**config.mk**
```make
export PLATFORM = sky130hd
export DESIGN_NAME = fetch_sequencer_flat
export DESIGN_NICKNAME = d
export VERILOG_FILES = /design/src/rtl/fetch_sequencer_if.sv /design/src/rtl/fetch_sequencer.sv /design/src/flat_wrapper.sv
export SDC_FILE = /design/constraint.sdc
export NUM_CORES = 1
export LEC_CHECK = 0
export BUFFER_PORTS_ARGS = -buffer_cell sky130_fd_sc_hd__buf_2
export CAP_MARGIN = 15
export CORE_ASPECT_RATIO = 0.9
export CORE_MARGIN = 8
export CORE_UTILIZATION = 45
export DETAILED_ROUTE_END_ITERATION = 10
export GPL_TIMING_DRIVEN = 0
export MAX_ROUTING_LAYER = met4
export PLACE_DENSITY = 0.73
export SLEW_MARGIN = 40
export SYNTH_ARGS = -nofsm -noshare
export SYNTH_HDL_FRONTEND = slang
export SYNTH_SLANG_ARGS = --single-unit
```
**constraint.sdc**
```tcl
create_clock -name clk -period 4.82 [get_ports clk]
set_input_delay 1.205 -clock clk [delete_from_list [all_inputs] [get_ports clk]]
set_output_delay 1.205 -clock clk [all_outputs]
set_load 0.05 [all_outputs]
```
**src/rtl/fetch_sequencer_if.sv**
```systemverilog
// Fetch front-end bundle: the instruction-memory req/ack port, the valid/ready
// decoder port and the decoder's jump/branch resolution coming back.
interface fetch_sequencer_if #(
   parameter int DATA_W = 32
);
   logic              imem_req;
   logic [31:0]       imem_addr;
   logic              imem_ack;
   logic [DATA_W-1:0] imem_rdata;
   logic [DATA_W-1:0] instr_out;
   logic [31:0]       instr_pc;
   logic              instr_valid;
   logic              instr_ready;
   logic              jump;
   logic [25:0]       jump_target;
   logic              branch_taken;
   logic [15:0]       branch_offset;
   logic [31:0]       fetch_count;

   modport master (
      output imem_req, imem_addr, instr_out, instr_pc, instr_valid, fetch_count,
      input  imem_ack, imem_rdata, instr_ready, jump, jump_target, branch_taken, branch_offset
   );

   modport slave (
      input  imem_req, imem_addr, instr_out, instr_pc, instr_valid, fetch_count,
      output imem_ack, imem_rdata, instr_ready, jump, jump_target, branch_taken, branch_offset
   );
endinterface

```
**src/rtl/fetch_sequencer.sv**
```systemverilog
// Instruction-fetch sequencer: owns the PC, fetches one word at a time and hands
// it to the decoder, redirecting on jump/branch when the decoder accepts it.
module fetch_sequencer #(
   parameter logic [31:0] RESET_PC = 32'h0000_0000,
   parameter int          DATA_W   = 32
) (
   input  logic              clk,
   input  logic              rst,
   fetch_sequencer_if.master bus
);
   typedef enum logic [1:0] {IDLE, REQ, HOLD} state_t;

   localparam logic [31:0] RESET_PC_ALIGNED = {RESET_PC[31:2], 2'b00};

   state_t            state_reg;
   logic [31:0]       pc_reg;
   logic [31:0]       instr_pc_reg;
   logic [31:0]       fetch_count_reg;
   logic [DATA_W-1:0] instr_out_reg;
   logic              imem_req_reg;
   logic              instr_valid_reg;

   logic [31:0] instr_pc_plus4;
   logic [31:0] jump_pc;
   logic [31:0] branch_off_ext;
   logic [31:0] branch_pc;

   // Offsets are word-scaled, so the low two bits of every target stay zero.
   assign instr_pc_plus4 = instr_pc_reg + 32'd4;
   assign jump_pc        = {instr_pc_plus4[31:28], bus.jump_target, 2'b00};
   assign branch_off_ext = {{14{bus.branch_offset[15]}}, bus.branch_offset, 2'b00};
   assign branch_pc      = instr_pc_plus4 + branch_off_ext;

   always_ff @(posedge clk or posedge rst) begin
      if (rst) begin
         state_reg       <= IDLE;
         pc_reg          <= RESET_PC_ALIGNED;
         instr_pc_reg    <= RESET_PC_ALIGNED;
         instr_out_reg   <= '0;
         fetch_count_reg <= '0;
         imem_req_reg    <= 1'b0;
         instr_valid_reg <= 1'b0;
      end else begin
         case (state_reg)
            IDLE: begin
               state_reg    <= REQ;
               imem_req_reg <= 1'b1;
            end
            REQ: begin
               if (bus.imem_ack) begin
                  instr_out_reg   <= bus.imem_rdata;
                  instr_pc_reg    <= pc_reg;
                  instr_valid_reg <= 1'b1;
                  pc_reg          <= pc_reg + 32'd4;
                  imem_req_reg    <= 1'b0;
                  state_reg       <= HOLD;
               end
            end
            HOLD: begin
               // Redirect inputs only matter on the accept edge; jump beats branch.
               if (bus.instr_ready) begin
                  instr_valid_reg <= 1'b0;
                  fetch_count_reg <= fetch_count_reg + 32'd1;
                  imem_req_reg    <= 1'b1;
                  state_reg       <= REQ;
                  if (bus.jump)
                     pc_reg <= jump_pc;
                  else if (bus.branch_taken)
                     pc_reg <= branch_pc;
               end
            end
            default: begin
               state_reg    <= IDLE;
               imem_req_reg <= 1'b0;
            end
         endcase
      end
   end

   assign bus.imem_req    = imem_req_reg;
   assign bus.imem_addr   = pc_reg;
   assign bus.instr_out   = instr_out_reg;
   assign bus.instr_pc    = instr_pc_reg;
   assign bus.instr_valid = instr_valid_reg;
   assign bus.fetch_count = fetch_count_reg;
endmodule

```
**src/flat_wrapper.sv**
```systemverilog
// flat-port wrapper written by rule: the top's interface ports become plain ports
module fetch_sequencer_flat 
#(
   parameter logic [31:0] RESET_PC = 32'h0000_0000,
   parameter int          DATA_W   = 32
)
  (clk, rst, bus_imem_req, bus_imem_addr, bus_instr_out, bus_instr_pc, bus_instr_valid, bus_fetch_count, bus_imem_ack, bus_imem_rdata, bus_instr_ready, bus_jump, bus_jump_target, bus_branch_taken, bus_branch_offset);
  fetch_sequencer_if #(.DATA_W(DATA_W)) bus_i ();
  input  logic clk;
  input  logic rst;
  output wire logic [$bits(bus_i.imem_req)-1:0] bus_imem_req;
  output wire logic [$bits(bus_i.imem_addr)-1:0] bus_imem_addr;
  output wire logic [$bits(bus_i.instr_out)-1:0] bus_instr_out;
  output wire logic [$bits(bus_i.instr_pc)-1:0] bus_instr_pc;
  output wire logic [$bits(bus_i.instr_valid)-1:0] bus_instr_valid;
  output wire logic [$bits(bus_i.fetch_count)-1:0] bus_fetch_count;
  input wire logic [$bits(bus_i.imem_ack)-1:0] bus_imem_ack;
  input wire logic [$bits(bus_i.imem_rdata)-1:0] bus_imem_rdata;
  input wire logic [$bits(bus_i.instr_ready)-1:0] bus_instr_ready;
  input wire logic [$bits(bus_i.jump)-1:0] bus_jump;
  input wire logic [$bits(bus_i.jump_target)-1:0] bus_jump_target;
  input wire logic [$bits(bus_i.branch_taken)-1:0] bus_branch_taken;
  input wire logic [$bits(bus_i.branch_offset)-1:0] bus_branch_offset;
  assign bus_imem_req = bus_i.imem_req;
  assign bus_imem_addr = bus_i.imem_addr;
  assign bus_instr_out = bus_i.instr_out;
  assign bus_instr_pc = bus_i.instr_pc;
  assign bus_instr_valid = bus_i.instr_valid;
  assign bus_fetch_count = bus_i.fetch_count;
  assign bus_i.imem_ack = bus_imem_ack;
  assign bus_i.imem_rdata = bus_imem_rdata;
  assign bus_i.instr_ready = bus_instr_ready;
  assign bus_i.jump = bus_jump;
  assign bus_i.jump_target = bus_jump_target;
  assign bus_i.branch_taken = bus_branch_taken;
  assign bus_i.branch_offset = bus_branch_offset;
  fetch_sequencer #(.RESET_PC(RESET_PC), .DATA_W(DATA_W)) u_core (.clk(clk), .rst(rst), .bus(bus_i));
endmodule
```
Yosys cells after proc, flatten, opt, wreduce, memory -nomap -nowiden
Cells that the tools add are included.
{ "op_classes": {"n_addsub": 4, "n_eq_ne": 5, "n_mux": 14, "reduce_logical": 7} }
{ "ops": {"columns": ["op", "count"], "rows": [
  ["32-bit 2-to-1 mux", 4],
  ["32-bit by 3-bit adder with 32-bit output, second input constant", 2],
  ["32-bit one-hot mux with 2 select lines", 1],
  ["32-bit by 1-bit adder with 32-bit output, second input constant", 1],
  ["32-bit adder", 1],
  ["2-bit one-hot mux with 3 select lines", 1],
  ["2-bit AND reduction", 3],
  ["1-bit 2-to-1 mux", 4],
  ["2-bit 2-to-1 mux", 2],
  ["2-bit inequality test, second input constant", 2],
  ["4-bit AND reduction", 1],
  ["3-bit inequality test, second input constant", 1],
  ["1-bit one-hot mux with 3 select lines", 1],
  ["3-bit AND reduction", 1],
  ["2-bit by 1-bit equality test with 1-bit output, second input constant", 1],
  ["2-bit equality test, second input constant", 1],
  ["2-bit logical NOT", 1],
  ["1-bit one-hot mux with 2 select lines", 1],
  ["2-bit nonzero test", 1]
]} }
{ "word_totals": {"reg_bits": 132, "inputBits": 80, "output_inout_bits": 130, "elab_cells": 37} }

Depth between registers and ports, before layout
Gate-level depths: netlist of the first run.
{ "logic_depth": {"depth_word": 6, "ltp_mapped": 17, "ltp_nobuf": 16} }

Worst setup path after synthesis of the first run
Ideal clock, no wire load.
{ "synth_path": {"path_type": "reg-to-reg", "start": "register u_core.instr_pc_reg[4], in the netlist u_core.bus.instr_pc[4]", "end": "register u_core.pc_reg[31], in the netlist u_core.bus.imem_addr[31]", "setup_time_ps": 79, "t_arrival_ps": 3512, "t_required_ps": 4741, "slack_ps": 1229, "stages_incl_launch_ff": 15, "path_buffers": 1, "synth_period_minus_slack_ps": 3591, "path_cell_list": "dfrtp_1 -> nand3_1 -> nor2_1 -> nand2_1 -> nor2_1 -> nand3_1 -> xnor2_1 -> ha_1 -> clkbuf_1 -> nand4_1 -> nor4_1 -> nand2_1 -> a211o_1 -> a211oi_1 -> mux2i_1"} }
{ "synth_via": {"elab_chain_len": 6} }
{ "synth_lines": {"columns": ["element", "line", "rtl"], "rows": [
  ["start, declared", "fetch_sequencer.sv:17", "logic [31:0] instr_pc_reg;"],
  ["start signal, assigned", "fetch_sequencer.sv:52", "instr_pc_reg <= pc_reg;"],
  ["32-bit by 3-bit adder with 32-bit output (*)", "fetch_sequencer.sv:29", "assign instr_pc_plus4 = instr_pc_reg + 32'd4;"],
  ["32-bit adder", "fetch_sequencer.sv:32", "assign branch_pc = instr_pc_plus4 + branch_off_ext;"],
  ["32-bit 2-to-1 mux", "fetch_sequencer.sv:68", "else if (bus.branch_taken)"],
  ["32-bit 2-to-1 mux (*)", "fetch_sequencer.sv:66", "if (bus.jump)"],
  ["32-bit 2-to-1 mux (*)", "fetch_sequencer.sv:61", "if (bus.instr_ready) begin"],
  ["32-bit one-hot mux with 2 select lines (*)", "fetch_sequencer.sv:44", "case (state_reg)"],
  ["end signal, assigned", "fetch_sequencer.sv:54", "pc_reg <= pc_reg + 32'd4;"],
  ["end signal, assigned", "fetch_sequencer.sv:67", "pc_reg <= jump_pc;"],
  ["end signal, assigned", "fetch_sequencer.sv:69", "pc_reg <= branch_pc;"],
  ["end, declared", "fetch_sequencer.sv:16", "logic [31:0] pc_reg;"]
]} }
Mark *: on every way between the ends. The rest lies on a longest branch, timed or not. The select of a mux whose other input is x is not followed.
A chain may end at the register's enable or synchronous reset.

Worst setup path in the final report of the first run
Ends and elaborated chain as after synthesis.

==> impl_metrics.csv, run 1 <==
group,metric,value,unit
outcome,status,"completed",
clocking,clock_sinks,131,
clocking,cts_resized,0,
sta,slew_headroom,0.446,
sta,min_period,4.19,ns
sta,min_period_over_period,0.868,
setup_path,endpoint_kind,"register",
sta,worst_slew_pin_slew,0.831,ns
clocking,cts_buffers,17,
setup_path,arrival,4.52,ns
sta,setup_viol,0,
logic_synthesis,postSynthCellCount,985,
clocking,clk_latency,0.42,ns
clocking,clk_pin_slew,0.07,ns
sta,fin_tns_setup,0,ns
floorplan,dieArea,22900,um^2
logic_synthesis,synth-main-ff-cell,"dfrtp_1",
logic_synthesis,synth_edf_count,0,
global_routing,antenna_found_initial,2,
logic_synthesis,async_flop_share,1.00,
cells_and_area,finish.utilization,0.562,
logic_synthesis,yosys_warnings,0,
setup_path,cp-start-kind,"register",
sta,final-hold-violation-count,0,
sta,fmax,239,MHz
setup_path,crit_type,"reg2reg",
floorplan,fp.dieH,144,um
logic_synthesis,yosysSeqAreaShare,0.399,
cells_and_area,fillers,1675,
clocking,cts_setup_buffers,0,
placed_design,dp_hpwl,21100,um
sta,fin_ws,0.634,ns
logic_synthesis,ys_types,69,
logic_synthesis,synth_area,8230,um^2
drt,finalWirelength,27600,um
sta,slew_viol_final,0,
min_path,hp-class,"reg2reg",
setup_path,crit_required,5.16,ns
sta,hold_slack,0.462,ns
placed_design,numPortBuffers,209,
setup_path,path_max_fanout,8,
logic_synthesis,ys_ff_latch,131,
clocking,cts_buffer_depth,2,
pwr,p_leak,5.06,nW
cells_and_area,drive_above_1_share,0.220,
floorplan,io_pins,210,
global_routing,grt_pass1_vias,7927,
clocking,root_buffer,"clkbuf_16",
sta,fin_worst_skew,0.0107,ns
drt,first_iter_violations,641,
global_routing,gr-total-overflow,0,
global_routing,grt_max_degree,68,
setup_path,crit_chain,"nand3_1 -> nor2_1 -> nand2_1 -> nor2_1 -> nand3_1 -> xnor2_1 -> ha_1 -> clkbuf_1 -> nand4_1 -> nor4_1 -> nand2_1 -> a211o_1 -> a211oi_1 -> mux2i_1",
drt,wire_per_inst,18.8,um
floorplan,start_util,0.453,
pwr,powerDensity,733,nW/um^2
logic_synthesis,syn_nets,1103,
drt,first_pass_iters,5,
run,maxCapViolations,0,
floorplan,core_area,18200,um^2
sta,rsz0062_at_grt,"false",
placed_design,preCtsSetupSlack,0.658,ns
setup_path,cp_top_family,"simple AND/OR/NAND/NOR gates",
placed_design,finalWeightedCongestion,0.924,
setup_path,cp_slowest_cell,"nor2_1",
clocking,cts_tree,"yes",
drt,drtAntennaViolNets,0,
cells_and_area,synthToLayoutAreaGrowth,24.1,%
global_routing,grt_first_pass_wirelength,42700,um
clocking,h-tree-depth,4,
drt,drcViolationCount,0,
drt,route.vias.total,8222,
logic_synthesis,avgSynthCellArea,8.35,um^2
pwr,vdd_drop_max,0.000523,V
floorplan,die_w,159,um
drt,vias_per_cell,5.58,
floorplan,rows,47,
setup_path,cp_num_buf_inv,1,
clocking,holdBufCountCts,0,
global_routing,grtUsageTotal,0.249,
setup_path,max_stage_delay,0.48,ns
cells_and_area,final_nets,1332,
## cell usage in the layout, fill, tap and decap left out, drive strengths merged, types with 3 or more instances in the layout
cell type  count
o31ai          5
inv           26
nor2b          3
and3          11
ha            37
nand2        250
a221oi         4
o21ai         60
nand3         45
a211oi         4
buf          223
and4           7
o21bai         5
o21a           4
o221ai         3
clkbuf        51
dfrtp        131
nand4         34
nor3          13
or4            3
a21oi         73
nand2b         4
a22o           3
a21o          13
a31oi          3
o211ai         4
clkinv         5
nor2          52
mux2i          5
a41oi          3
xor2          32
nor4           6
or3            4
nor3b          4
o22ai          9
xnor2         54
a221o          4
and2           6
## cell families (layout without fill, tap and decap cells)
kind of cell	count (synthesis)	after routing	synth area share
xor gates and xnor gates	86	86	0.0916
buffers and inverters	67	309	0.0324
DFF	131	131	0.399
and+or+nand+nor	447	447	0.255
AOI/OAI and AO/OA	209	209	0.155
other	0	2	0
adders and majority gates	38	38	0.0587
muxes	7	7	0.00882
## per-layer routing
metal,vias up,GRT usage,part of all wire
li1,3913,-,-
met1,3897,0.337,0.45
met2,375,0.365,0.45
met3,37,0.0562,0.087
met4,0,0.0818,0.021
met5,-,-,0
## final timing paths
check	startpoint	end	slack, ns	cells after the start
min in group asynchronous	rst	u_core.bus.instr_out[9]$_DFFE_PP0P_	0.81	2
min reg2reg	u_core.bus.fetch_count[31]$_DFFE_PP0P_	u_core.bus.fetch_count[31]$_DFFE_PP0P_	0.46	1
max	u_core.bus.instr_pc[4]$_DFFE_PP0P_	u_core.bus.imem_addr[31]$_DFFE_PP0P_	0.63	14
max reg2reg	u_core.bus.instr_pc[4]$_DFFE_PP0P_	u_core.bus.imem_addr[31]$_DFFE_PP0P_	0.63	14
max in group asynchronous	rst	u_core.bus.imem_addr[22]$_DFFE_PP0P_	3.30	3
min	u_core.bus.fetch_count[31]$_DFFE_PP0P_	u_core.bus.fetch_count[31]$_DFFE_PP0P_	0.46	1
## cell type report
| type | count | area, um^2 | share of cell area |
|---|---|---|---|
| diodes | 2 | 5.00 | 0.000490 |
| plain buffers | 45 | 184 | 0.0180 |
| clock buffers | 19 | 433 | 0.0424 |
| clock inverters | 13 | 150 | 0.0147 |
| inverters | 22 | 90.1 | 0.00883 |
| multi-input cells | 787 | 4690 | 0.459 |
| flip-flops and latches | 131 | 3280 | 0.321 |
| well taps | 245 | 307 | 0.0300 |
| repair buffers | 210 | 1070 | 0.105 |
## stage by stage
stage                     instances  area [um^2]  power (mW)
after floorplan                 985         8230        4.97
after global placement         1439         9580        6.10
after detailed placement       1440         9620        6.16
after CTS                      1472        10200        7.48
after global routing           1474        10200        7.94
final                          1474        10200        7.48
## power by group
| group | switching, mW | total, mW | internal, mW |
|---|---|---|---|
| Sequential | 0.497 | 1.99 | 1.49 |
| Combinational | 3.03 | 4.19 | 1.15 |
| Clock | 0.536 | 1.31 | 0.771 |
## Yosys cell counts (all sizes together), types with 13 or more instances
master    n  area [um^2]
nand2   250          938
dfrtp   131         3280
a21oi    73          365
o21ai    60          300
xnor2    54          473
nor2     52          198
nand3    45          225
ha       37          463
nand4    34          234
clkbuf   32          123
xor2     32          280
inv      22         82.6
a21o     13         97.6
buf      13         61.3
nor3     13         70.1
No activity file was read; power rests on OpenSTA's default activity.
==> inputs of run 2 (changes only) <==
- GPL_TIMING_DRIVEN: 0 -> 1
==> impl_metrics.csv, run 2 (synthesized netlist as in run 1, its figures left out) <==
group,metric,value,unit
drt,route.vias.total,8031,
setup_path,cp_num_buf_inv,0,
global_routing,grtUsageTotal,0.242,
global_routing,antenna_found_initial,2,
sta,fin_tns_setup,0,ns
drt,first_pass_iters,5,
setup_path,cp_top_family,"simple AND/OR/NAND/NOR gates",
pwr,switchingPower,4.01,mW
cells_and_area,final_nets,1295,
setup_path,crit_chain,"nand3_1 -> nor2_1 -> nand2_1 -> nor2_1 -> nand3_1 -> xnor2_1 -> ha_1 -> nand4_1 -> nor4_1 -> nand2_1 -> a211o_1 -> a211oi_1 -> mux2i_1",
clocking,clock_sinks,131,
clocking,h-tree-depth,4,
run,maxCapViolations,0,
cells_and_area,stdcell_count,1437,
pwr,p_int,3.47,mW
sta,final-hold-violation-count,0,
sta,fin_worst_skew,0.0121,ns
drt,drcViolationCount,0,
floorplan,fp.dieH,144,um
cells_and_area,synthToLayoutAreaGrowth,22.9,%
sta,min_period,3.83,ns
pwr,powerDensity,740,nW/um^2
drt,drtAntennaViolNets,0,
drt,finalWirelength,26400,um
cells_and_area,final_cell_mix,"nand2_1, buf_2, dfrtp_1",
pwr,seqPwrFrac,0.270,
setup_path,arrival,4.17,ns
clocking,cts_buffer_depth,2,
pwr,p_clk_frac,0.186,
placed_design,place_inst,1403,
placed_design,finalWeightedCongestion,0.913,
pwr,swShare,0.536,
clocking,cts_tree,"yes",
setup_path,cp-start-kind,"register",
sta,slew_headroom,0.460,
floorplan,start_util,0.453,
drt,vias_per_cell,5.59,
drt,wire_per_inst,18.4,um
floorplan,die_w,159,um
sta,slew_viol_final,0,
sta,setup_viol,0,
sta,fmax,261,MHz
floorplan,dieArea,22900,um^2
cells_and_area,drive_above_1_share,0.230,
min_path,hp-class,"reg2reg",
clocking,holdBufCountCts,0,
floorplan,io_pins,210,
sta,min_period_over_period,0.794,
clocking,cts_setup_buffers,0,
clocking,clk_pin_slew,0.07,ns
sta,worst_slew_pin_slew,0.809,ns
pwr,vdd_drop_max,0.000515,V
setup_path,crit_required,5.16,ns
global_routing,grt_pass1_vias,7997,
drt,first_iter_violations,641,
setup_path,crit_type,"reg2reg",
global_routing,grt_first_pass_wirelength,42200,um
clocking,cts_buffers,17,
global_routing,gr-total-overflow,0,
outcome,status,"completed",
clocking,cts_resized,0,
setup_path,max_stage_delay,0.47,ns
placed_design,numPortBuffers,209,
floorplan,core_area,18200,um^2
pwr,power_frac_comb,0.544,
setup_path,path_max_fanout,8,
setup_path,cp_slowest_cell,"dfrtp_1",
cells_and_area,final_common_cell,"nand2_1",
global_routing,grt_max_degree,78,
floorplan,rows,47,
pwr,p_leak,5.03,nW
placed_design,dp_hpwl,19700,um
setup_path,endpoint_kind,"register",
clocking,root_buffer,"clkbuf_16",
clocking,clk_latency,0.42,ns
sta,rsz0062_at_grt,"false",
## run 2: changes by cell type in the layout (fill, tap and decap cells not counted), sizes merged
cell | previous run | this run
clkinv | 5 | 3
bufinv | 2 | 3
buf | 223 | 218
clkbuf | 51 | 18
inv | 26 | 28
## run 2: worst paths after layout
check                      cells past startpoint                                   start  slack (ns)                                     end
setup reg to reg                              13      u_core.bus.instr_pc[4]$_DFFE_PP0P_        0.99    u_core.bus.imem_addr[31]$_DFFE_PP0P_
hold / removal                                 1  u_core.bus.fetch_count[31]$_DFFE_PP0P_        0.47  u_core.bus.fetch_count[31]$_DFFE_PP0P_
max in group asynchronous                      3                                     rst        3.04      u_core.bus.instr_pc[6]$_DFFE_PP0P_
setup / recovery                              13      u_core.bus.instr_pc[4]$_DFFE_PP0P_        0.99    u_core.bus.imem_addr[31]$_DFFE_PP0P_
hold reg to reg                                1  u_core.bus.fetch_count[31]$_DFFE_PP0P_        0.47  u_core.bus.fetch_count[31]$_DFFE_PP0P_
min in group asynchronous                      2                                     rst        0.91     u_core.bus.instr_out[5]$_DFFE_PP0P_
## run 2: stage by stage
| step | setup WS (ns) | cell area, um^2 | hold slack (ns) | total power, mW | utilization |
|---|---|---|---|---|---|
| 3_3_place_gp | 1.03 | 9470 | 0.452 | 6.03 | 0.521 |
| 2_1_floorplan | 0.117 | 8230 | 0.477 | 4.97 | - |
| 6_report | 0.991 | 10100 | 0.466 | 7.48 | 0.556 |
| 4_1_cts | 1.04 | 10100 | 0.471 | 7.48 | 0.556 |
| 3_5_place_dp | 1.00 | 9470 | 0.457 | 6.07 | 0.521 |
| 5_1_grt | 0.667 | 10100 | 0.492 | 7.94 | 0.556 |
## run 2: per-layer routing
metal / GRT usage / wire, um
met4: 0.0912 / 741
met5: - / 0
met3: 0.0502 / 2230
met2: 0.357 / 11800
met1: 0.324 / 11600
## run 2: final cells by class
type,count,area (um^2)
Clock inverter,14,194
Tap cell,245,307
Multi-Input combinational cell,787,4680
Timing Repair Buffer,218,1110
Sequential cell,131,3280
Antenna cell,2,5.00
Inverter,22,87.6
Fill cell,1687,8060
Clock buffer,18,439
## run 2: power by group through the flow
stage	sequential, mW	combinational [mW]	clock (mW)
final	2.02	4.07	1.39
after global routing	2.08	4.40	1.46
after CTS	2.00	4.07	1.41
after detailed placement	2.02	4.05	0
after global placement	2.01	4.02	0
after floorplan	3.21	1.76	0
